--- config.mk ---
export PLATFORM = sky130hd
export DESIGN_NAME = counter_sequencer_flat
export DESIGN_NICKNAME = d
export VERILOG_FILES = /design/src/rtl/counter_sequencer_if.sv /design/src/rtl/counter_sequencer.sv /design/src/flat_wrapper.sv
export SDC_FILE = /design/constraint.sdc
export NUM_CORES = 1
export LEC_CHECK = 0
export ABC_AREA = 1
export BUFFER_PORTS_ARGS = -buffer_cell sky130_fd_sc_hd__buf_2
export CORE_ASPECT_RATIO = 0.7
export CORE_MARGIN = 2
export CORE_UTILIZATION = 36
export DETAILED_ROUTE_END_ITERATION = 10
export PLACE_DENSITY = 0.74
export REMOVE_ABC_BUFFERS = 1
export SYNTH_ARGS = -nofsm -noshare
export SYNTH_HDL_FRONTEND = slang
export SYNTH_SLANG_ARGS = --single-unit
export TNS_END_PERCENT = 50
--- constraint.sdc ---
create_clock -name clk -period 1.9 [get_ports clk]
set_clock_uncertainty 0.15 [all_clocks]
set_input_delay 0.285 -clock clk [delete_from_list [all_inputs] [get_ports clk]]
set_output_delay 0.285 -clock clk [all_outputs]
set_load 0.01 [all_outputs]
--- src/rtl/counter_sequencer_if.sv ---
// counter_sequencer_if: control pins from the top level plus the counter's pins, as seen by the sequencer.
// The master side is the surrounding environment: pin decode and the counter instance.
interface counter_sequencer_if #(parameter int WIDTH = 8);
   logic             start;
   logic             stop;
   logic             auto_reload;
   logic [WIDTH-1:0] start_val;
   logic [WIDTH-1:0] end_val;
   logic [WIDTH-1:0] cnt_out;
   logic             cnt_load;
   logic             cnt_en;
   logic [WIDTH-1:0] cnt_in;
   logic             busy;
   logic             tick;
   logic             done;
   logic [WIDTH-1:0] period_cnt;
   modport master (
      output start, stop, auto_reload, start_val, end_val, cnt_out,
      input  cnt_load, cnt_en, cnt_in, busy, tick, done, period_cnt
   );
   modport slave (
      input  start, stop, auto_reload, start_val, end_val, cnt_out,
      output cnt_load, cnt_en, cnt_in, busy, tick, done, period_cnt
   );
endinterface

--- src/rtl/counter_sequencer.sv ---
// counter_sequencer: loads the up-counter, counts it to an end value, then stops or reloads periodically.
module counter_sequencer #(
   parameter int WIDTH = 8
) (
   input logic              clk,
   input logic              rst,
   counter_sequencer_if.slave bus
);
   typedef enum logic [1:0] {IDLE, LOAD, RUN, DONE} state_t;
   state_t           state_q, state_d;
   logic [WIDTH-1:0] start_q, end_q, period_q;
   logic             auto_q, tick_q;
   logic             match, hit, accept;
   logic             load, en, done;
   assign match  = state_q == RUN && bus.cnt_out == end_q;
   // a stop in the match cycle cancels the period: no tick, no count
   assign hit    = match && !bus.stop;
   assign accept = state_q == IDLE && bus.start && !bus.stop;
   always_comb begin
      state_d = state_q;
      load    = 1'b0;
      en      = 1'b0;
      done    = 1'b0;
      case (state_q)
         IDLE: state_d = accept ? LOAD : IDLE;
         LOAD: begin
            load    = 1'b1;
            state_d = bus.stop ? IDLE : RUN;
         end
         RUN: begin
            en      = !match && !bus.stop;
            state_d = bus.stop ? IDLE : match ? (auto_q ? LOAD : DONE) : RUN;
         end
         default: begin
            done    = 1'b1;
            state_d = IDLE;
         end
      endcase
   end
   always_ff @(posedge clk) begin
      if (rst) begin
         state_q  <= IDLE;
         start_q  <= '0;
         end_q    <= '0;
         auto_q   <= 1'b0;
         period_q <= '0;
         tick_q   <= 1'b0;
      end else begin
         state_q <= state_d;
         tick_q  <= hit;
         if (accept) begin
            start_q  <= bus.start_val;
            end_q    <= bus.end_val;
            auto_q   <= bus.auto_reload;
            period_q <= '0;
         end else if (hit && period_q != '1) begin
            period_q <= period_q + WIDTH'(1);
         end
      end
   end
   assign bus.cnt_load   = load;
   assign bus.cnt_en     = en;
   assign bus.cnt_in     = start_q;
   assign bus.busy       = state_q != IDLE;
   assign bus.tick       = tick_q;
   assign bus.done       = done;
   assign bus.period_cnt = period_q;
endmodule
--- src/flat_wrapper.sv ---
// flat-port wrapper written by rule: the top's interface ports become plain ports
module counter_sequencer_flat 
#(
   parameter int WIDTH = 8
)
  (clk, rst, bus_start, bus_stop, bus_auto_reload, bus_start_val, bus_end_val, bus_cnt_out, bus_cnt_load, bus_cnt_en, bus_cnt_in, bus_busy, bus_tick, bus_done, bus_period_cnt);
  counter_sequencer_if #(.WIDTH(WIDTH)) bus_i ();
  input logic clk;
  input logic rst;
  input wire logic [$bits(bus_i.start)-1:0] bus_start;
  input wire logic [$bits(bus_i.stop)-1:0] bus_stop;
  input wire logic [$bits(bus_i.auto_reload)-1:0] bus_auto_reload;
  input wire logic [$bits(bus_i.start_val)-1:0] bus_start_val;
  input wire logic [$bits(bus_i.end_val)-1:0] bus_end_val;
  input wire logic [$bits(bus_i.cnt_out)-1:0] bus_cnt_out;
  output wire logic [$bits(bus_i.cnt_load)-1:0] bus_cnt_load;
  output wire logic [$bits(bus_i.cnt_en)-1:0] bus_cnt_en;
  output wire logic [$bits(bus_i.cnt_in)-1:0] bus_cnt_in;
  output wire logic [$bits(bus_i.busy)-1:0] bus_busy;
  output wire logic [$bits(bus_i.tick)-1:0] bus_tick;
  output wire logic [$bits(bus_i.done)-1:0] bus_done;
  output wire logic [$bits(bus_i.period_cnt)-1:0] bus_period_cnt;
  assign bus_i.start = bus_start;
  assign bus_i.stop = bus_stop;
  assign bus_i.auto_reload = bus_auto_reload;
  assign bus_i.start_val = bus_start_val;
  assign bus_i.end_val = bus_end_val;
  assign bus_i.cnt_out = bus_cnt_out;
  assign bus_cnt_load = bus_i.cnt_load;
  assign bus_cnt_en = bus_i.cnt_en;
  assign bus_cnt_in = bus_i.cnt_in;
  assign bus_busy = bus_i.busy;
  assign bus_tick = bus_i.tick;
  assign bus_done = bus_i.done;
  assign bus_period_cnt = bus_i.period_cnt;
  counter_sequencer #(.WIDTH(WIDTH)) u_core (.clk(clk), .rst(rst), .bus(bus_i));
endmodule
==> results.json, run 1 <==
{
  "status": "finished clean",
  "dr.pass1.iters": 4,
  "placedCellCount": 286,
  "end_kind": "output port",
  "post-route-drc-count": 0,
  "ys_seq_area_frac": 0.422,
  "peakVddDrop_mv": 0.415,
  "slew_viol_final": 0,
  "grt_max_degree": 19,
  "fmax_mhz": 563,
  "grt_pass1_vias": 1124,
  "fin_ws_ps": 123,
  "boundaryPins": 50,
  "yosys.area.top_type_share": 0.422,
  "cts_sinks": 28,
  "drt_iter0_drc": 52,
  "area_delta_synth_final_pct": 27.5,
  "utilization": 0.479,
  "cts_resized": 0,
  "htreeDepth": 1,
  "max_cap_viol_count": 0,
  "clk_latency_ps": 270,
  "synth_edf_count": 0,
  "ys_warn_count": 0,
  "synthesis.area_sq_um": 1330,
  "worstPathMaxFanout": 4,
  "fin_tns_setup_ps": 0,
  "crit_buf_inv": 3,
  "dp_hpwl_mm": 2.30,
  "track_usage": 0.149,
  "die_w_microns": 76.6,
  "cp.required_ps": 1460,
  "max_slew.worst_pin.slew_ps": 488,
  "synthCells": 189,
  "vias": 1290,
  "cp_top_family": "simple AND/OR/NAND/NOR gates",
  "num_rows": 18,
  "start_util": 0.376,
  "root_buffer": "clkbuf_8",
  "synth_most_common_cell": "nor2_1",
  "cpPeakStageDelay_ps": 390,
  "synth_top_area_cell": "dfxtp_1",
  "pre_cts_slack_ps": 133,
  "fin_crit_ps": 1780,
  "wl_mm": 3.01,
  "n_fill_cell": 390,
  "crit_arrival_ps": 1340,
  "crit_slowest_cell": "dfxtp_1",
  "fin_nets": 273,
  "drt-vias-per-instance": 4.43,
  "max_slew_margin": 0.674,
  "setup_viol": 0,
  "total_power_mw": 1.09,
  "synth_commonest_cells": "nor2_1 (40), nand2_1 (35), dfxtp_1 (28), inv_1 (21), o21ai_0 (17)",
  "hold_violations": 0,
  "grt_pass1_wl_mm": 4.84,
  "ys.flop_type": "dfxtp_1",
  "cts_hold_buffers": 0,
  "grt-ovfl-total": 0,
  "drive_above_1_share": 0.278,
  "period_share": 0.935,
  "worstSetupStartpointType": "flip-flop",
  "die_h_microns": 54.8,
  "cts_buffers": 3,
  "synth_area_per_cell_sq_um": 7.03,
  "ys_ff_latch": 28,
  "leakage_nw": 0.844,
  "fin_cells": 291,
  "path_cells": "inv_2 -> nor2_2 -> inv_2 -> nor2_2 -> nand3_2 -> nor2_4 -> nor3_1 -> buf_2",
  "ant_nets": 0,
  "rsz0062_at_grt": "no",
  "hp-class": "in2reg",
  "dieArea_sq_um": 4200,
  "core_sq_um": 3540,
  "numPortBuffers": 49,
  "synth.distinct_cells": 23,
  "antenna_found_initial": 0,
  "synthArstFlopShare": 0,
  "clock_path_buffers": 2,
  "cts_tree": "yes",
  "powerDensity_nw_per_um2": 642,
  "synth.top_cells.by_area": "dfxtp_1 (42%), nor2_1 (11%), nand2_1 (9.9%)",
  "routabilityCongestion": 0.884,
  "worstSetupPathType": "reg2out",
  "post_drt_wl_per_cell_microns": 10.4,
  "clkSlewWorstSetupHoldPaths_ps": 90,
  "antenna_cells": 0
}
-- cells in the final DEF (no fill, tap or decap) --
cell type	synthesis	routed
nand4_1	7	7
xnor2_1	2	2
nor2_1	40	40
clkbuf_8	0	3
a21oi_1	13	13
buf_2	2	49
nor3_1	1	1
inv_2	2	2
ha_1	1	1
nand3_4	1	1
nand3b_1	1	1
nand2_1	35	35
xor2_1	4	4
o21ai_0	17	17
nor2_4	1	1
inv_1	21	21
buf_4	1	6
nor3b_4	1	1
dfxtp_1	28	28
nand3_2	2	2
nor2_2	2	2
nand3_1	4	4
-- what timing repair did --
action	in CTS	in global routing
buffers inserted	1	1
setup endpoints to repair	1	7
pin swaps	1	1
-- final timing paths --
kind                                                from                  endpoint  slack, ps  cells after the start
worst max-delay path                   u_core.state_q[1]                bus_cnt_en        120                      8
worst min-delay path                                 rst         u_core.state_q[0]         60                      2
worst max register to register  u_core.bus.period_cnt[0]  u_core.bus.period_cnt[2]        180                      7
worst min register to register           u_core.end_q[3]           u_core.end_q[3]        330                      2
-- per-layer routing --
| metal | GRT usage | vias up | wire length, microns |
|---|---|---|---|
| li1 | - | 701 | - |
| met5 | 0 | - | 0 |
| met4 | 0.0394 | 0 | 19 |
| met3 | 0.0627 | 2 | 261 |
| met2 | 0.258 | 43 | 1250 |
| met1 | 0.176 | 544 | 1480 |
-- flip-flops by register name, indices dropped and copies added, names as in the netlist --
register and cells:
u_core.bus.cnt_in 8, u_core.state_q 2, u_core.bus.tick 1, u_core.end_q 8, u_core.bus.period_cnt 8, u_core.auto_q 1
-- metrics by stage --
stage	area (sq um)	hold slack, ps
6_report	1690	63.6
5_1_grt	1690	77.3
4_1_cts	1690	59.8
3_5_place_dp	1640	317
3_3_place_gp	1640	309
2_1_floorplan	1300	204
-- final cells by class --
type                       count  area, sq um  share of cell area
sequential                    28          561               0.331
clock buffer                   3         41.3              0.0244
timing repair buffer          55          290               0.171
inverter                      23         86.3              0.0510
tap                           50         62.6              0.0369
multi-input combinational    132          653               0.386
-- kinds of logic after synthesis --
family | count (synthesis) | synth area share
adder cells (fa/ha/maj) | 1 | 0.00941
AND/OR/NAND/NOR | 95 | 0.330
buffers and inverters | 29 | 0.0866
flip-flops | 28 | 0.422
XOR/XNOR | 6 | 0.0395
AO/OA/AOI/OAI | 30 | 0.113
-- where the power goes --
part | total (mW) | leakage [nW] | internal (mW) | switching (mW)
Combinational | 0.150 | 0.593 | 0.0668 | 0.0830
Clock | 0.311 | 0.0216 | 0.142 | 0.169
Sequential | 0.627 | 0.229 | 0.613 | 0.0144
Total | 1.09 | 0.844 | 0.822 | 0.266
-- worst reg2reg max path: stages (launching register included) --
cell and delay [ps]:
dfxtp_1 400, ha_1 210, nand2_1 120, nor3b_4 250, nand3_4 150, nand3_2 180
nand2_1 70, a21oi_1 130
Power figures use the tool's default switching activity.
==> inputs of run 2 (changes only) <==
- PLACE_DENSITY: 0.74 -> 0.64
==> results.json, run 2 (synthesized netlist as in run 1, its figures left out) <==
{
  "status": "finished clean",
  "num_rows": 18,
  "leakage_nw": 0.853,
  "clk_latency_ps": 270,
  "drt_iter0_drc": 65,
  "dr.pass1.iters": 4,
  "post_drt_wl_per_cell_microns": 10.2,
  "antenna_cells": 0,
  "max_cap_viol_count": 0,
  "post-route-drc-count": 0,
  "die_h_microns": 54.8,
  "cp.required_ps": 1460,
  "numPortBuffers": 49,
  "fmax_mhz": 568,
  "peakVddDrop_mv": 0.343,
  "n_fill_cell": 365,
  "worstPathMaxFanout": 4,
  "hold_start": "rst",
  "fin_tns_setup_ps": 0,
  "antenna_found_initial": 0,
  "die_w_microns": 76.6,
  "crit_arrival_ps": 1330,
  "timing.rr.start": "u_core.bus.period_cnt[0]",
  "hp-class": "in2reg",
  "grt_pass1_vias": 1129,
  "start_util": 0.376,
  "cts_sinks": 28,
  "core_sq_um": 3540,
  "dieArea_sq_um": 4200,
  "wl_mm": 2.96,
  "startpoint": "u_core.state_q[1]",
  "worstSetupPathType": "reg2out",
  "grt_max_degree": 19,
  "root_buffer": "clkbuf_8",
  "area_delta_synth_final_pct": 29.2,
  "hold_violations": 0,
  "drive_above_1_share": 0.278,
  "grt_pass1_wl_mm": 4.93,
  "ant_nets": 0,
  "max_slew_margin": 0.702,
  "fin_cells": 291,
  "most-common-layout-cells": "buf_2 (49), nor2_1 (40), nand2_1 (35)",
  "placedCellCount": 285,
  "grt-ovfl-total": 0,
  "clock_path_buffers": 2,
  "period_share": 0.927,
  "htreeDepth": 1,
  "max_slew.worst_pin.slew_ps": 446,
  "setup_viol": 0,
  "dp_hpwl_mm": 2.19,
  "powerDensity_nw_per_um2": 724,
  "slew_viol_final": 0,
  "vias": 1275,
  "boundaryPins": 50,
  "fin_nets": 272,
  "rsz0062_at_grt": "no",
  "routabilityCongestion": 0.818,
  "track_usage": 0.150,
  "clkSlewWorstSetupHoldPaths_ps": 90,
  "drt-vias-per-instance": 4.38,
  "cts_tree": "yes",
  "end_kind": "output port",
  "fin_crit_ps": 1760,
  "mostFrequentLayoutCell": "buf_2",
  "worstSetupStartpointType": "flip-flop",
  "cts_buffers": 3
}
## run 2: changes by cell type in the layout (fill, tap and decap cells not counted)
cell | previous run | this run
bufinv_16 | 0 | 1
buf_4 | 6 | 5
## run 2: layout make-up
| cell class | instances | area, sq um | share of cell area |
|---|---|---|---|
| clock buffer | 3 | 41.3 | 0.0241 |
| clock inverter | 1 | 30.0 | 0.0175 |
| inverter | 23 | 86.3 | 0.0503 |
| multi-input combinational | 132 | 653 | 0.380 |
| sequential | 28 | 561 | 0.327 |
| tap | 50 | 62.6 | 0.0364 |
| timing repair buffer | 54 | 283 | 0.165 |
## run 2: power breakdown
group | switching (mW) | internal, mW | total (mW)
clock network | 0.186 | 0.282 | 0.468
logic | 0.0820 | 0.0652 | 0.147
registers | 0.0149 | 0.613 | 0.628
## run 2: critical path, cell delays in order (launching register included)
cell and delay [ps]:
dfxtp_1 390, inv_2 50, nor2_2 110, inv_2 50
nor2_2 90, nand3_2 90, nor2_4 100, nor3_1 50
buf_2 130
## run 2: repair_timing
item,CTS,global route
resized for setup,0,0
setup endpoints to repair,1,5
cloned,0,0
setup buffers,1,1
hold buffers,0,0
pin swaps,1,1
endpoints found under the hold margin,0,0
## run 2: worst paths after layout
kind,slack [ps],cells past startpoint,endpoint
worst max-delay path,140,8,bus_cnt_en
worst min-delay path,70,2,u_core.state_q[0]
worst max register to register,200,7,u_core.bus.period_cnt[0]
worst min register to register,330,2,u_core.end_q[0]
## run 2: per-layer routing
metal / vias to the layer above / global-route usage / wire [microns]
li1: 699 / - / -
met1: 544 / 0.197 / 1500
met2: 32 / 0.246 / 1320
met3: 0 / 0.0413 / 147
met4: 0 / 0.0455 / 0
met5: - / 0 / 0
## run 2: stage by stage
| step | area, sq um | utilization | setup WS (ps) | power [mW] | hold WS, ps |
|---|---|---|---|---|---|
| global route | 1720 | 0.485 | 10.4 | 1.30 | 64.5 |
| finish | 1720 | 0.485 | 138 | 1.24 | 70.9 |
| global placement | 1630 | 0.461 | 211 | 0.788 | 312 |
| CTS | 1710 | 0.483 | 126 | 1.26 | 63.2 |
| detailed placement | 1630 | 0.461 | 177 | 0.790 | 313 |
| floorplan | 1300 | - | 86.3 | 0.723 | 204 |
==> inputs of run 3 (changes only) <==
- PLACE_DENSITY: 0.64 -> 0.66
- clock period: 1.9 -> 1.5 ns (I/O delays scaled with it)
==> results.json, run 3 (synthesized netlist as in run 1, its figures left out) <==
{
  "r2r_cells": 10,
  "fmax_mhz": 604,
  "die_h_microns": 54.8,
  "grt_pass1_vias": 1292,
  "worstPathMaxFanout": 2,
  "setup_viol": 11,
  "drt-vias-per-instance": 4.42,
  "die_w_microns": 76.6,
  "area_delta_synth_final_pct": 44.3,
  "max_cap_viol_count": 0,
  "leakage_nw": 0.952,
  "fin_nets": 290,
  "grt.met2_usage": 0.299,
  "startpoint": "u_core.state_q[1]",
  "numPortBuffers": 49,
  "grt-ovfl-total": 0,
  "antenna_found_initial": 0,
  "worstSetupPathType": "reg2out",
  "start_util": 0.376,
  "dp_hpwl_mm": 2.33,
  "clock_path_buffers": 2,
  "hold_violations": 0,
  "hold_path_depth": 3,
  "combinationalPowerShare": 0.131,
  "grt_use_met1": 0.179,
  "boundaryPins": 50,
  "clk_latency_ps": 270,
  "intPower_mw": 1.23,
  "cp.required_ps": 1120,
  "clock_power_share": 0.366,
  "hp-class": "in2reg",
  "period_share": 1.10,
  "root_buffer": "clkbuf_8",
  "cts_tree": "yes",
  "most-common-layout-cells": "buf_2 (49), nor2_1 (39), nand2_1 (34)",
  "hold_start": "bus_auto_reload",
  "fin_ws_ps": -157,
  "grtUsageMet3": 0.0380,
  "max_slew_margin": 0.823,
  "fin_tns_setup_ps": -806,
  "slew_viol_final": 0,
  "antenna_cells": 0,
  "num_rows": 18,
  "peakVddDrop_mv": 0.443,
  "gr-max-usage-layer": "met2",
  "ant_nets": 0,
  "worstSetupStartpointType": "flip-flop",
  "timing.rr.start": "u_core.state_q[1]",
  "worst_hold_slack_ps": 46.1,
  "dieArea_sq_um": 4200,
  "max_slew.worst_pin.slew_ps": 265,
  "end_kind": "output port",
  "wl_mm": 3.03,
  "grt_max_degree": 19,
  "post-route-drc-count": 0,
  "cts_sinks": 28,
  "dr.pass1.iters": 4,
  "p_seq_frac": 0.503,
  "violations": "negative setup slack",
  "core_sq_um": 3540,
  "status": "finished, violations left",
  "grt_pass1_wl_mm": 5.20,
  "rsz0062_at_grt": "yes",
  "dpl_cell_area_sq_um": 1780,
  "post_drt_wl_per_cell_microns": 9.82,
  "drt_iter0_drc": 57,
  "fin_area_sq_um": 1920,
  "routabilityCongestion": 0.763,
  "power_switching_mw": 0.351,
  "crit_arrival_ps": 1280,
  "drive_above_1_share": 0.382,
  "switching_share": 0.222,
  "vias": 1367,
  "clkSlewWorstSetupHoldPaths_ps": 90,
  "htreeDepth": 1,
  "utilization": 0.542,
  "track_usage": 0.155,
  "total_power_mw": 1.58,
  "powerDensity_nw_per_um2": 826,
  "fin_crit_ps": 1660,
  "cts_buffers": 3,
  "mostFrequentLayoutCell": "buf_2"
}
-- run 3: changes by cell type in the layout (fill, tap and decap cells not counted), sizes merged --
cell | previous run | this run
buf | 54 | 71
dlygate4sd3 | 0 | 1
-- run 3: power groups by stage --
| stage | Sequential [mW] | Combinational, mW | Clock, mW |
|---|---|---|---|
| after global placement | 0.811 | 0.196 | 0 |
| after global routing | 0.802 | 0.238 | 0.633 |
| after CTS | 0.795 | 0.200 | 0.595 |
| final | 0.796 | 0.207 | 0.579 |
| after floorplan | 0.817 | 0.0983 | 0 |
| after detailed placement | 0.811 | 0.199 | 0 |
-- run 3: final timing paths --
path | end | slack, ps
max | bus_cnt_en | -160
max reg2reg | u_core.bus.period_cnt[4] | -130
min | u_core.auto_q | 50
min reg2reg | u_core.end_q[4] | 310
-- run 3: layer usage --
layer  part of all wire  up-vias
met1               0.48      596
li1                   -      739
met3              0.043        2
met5                  0        -
met2               0.47       30
met4             0.0053        0
-- run 3: area by class of cell --
cell class	instances	area, sq um
fillers	352	1620
multi-input cells	132	687
flip-flops and latches	28	569
repair buffers	72	440
inverters	23	86.3
well taps	50	62.6
clock buffers	3	41.3
clock inverters	1	30.0
-- run 3: through the flow --
stage / std cells / worst slack, ps
after CTS: 308 / -207
after global routing: 309 / -260
after global placement: 303 / -45.5
after detailed placement: 303 / -124
after floorplan: 183 / -254
final: 309 / -157
-- run 3: what timing repair did --
item / in CTS / in global routing
endpoints found under the setup margin: 10 / 30
hold endpoints to repair: 0 / 1
buffers inserted: 1 / 0
pin swaps: 3 / 7
hold buffers: 0 / 1
gates resized for setup: 4 / 18
-- run 3: worst max-delay path: stages (launching register included) --
cell and delay (ps):
dfxtp_2 340, inv_2 30, nor2_2 100, inv_2 60, nor2_4 80, nand3_2 80, nor2_4 140, nor3_2 50
buf_2 130
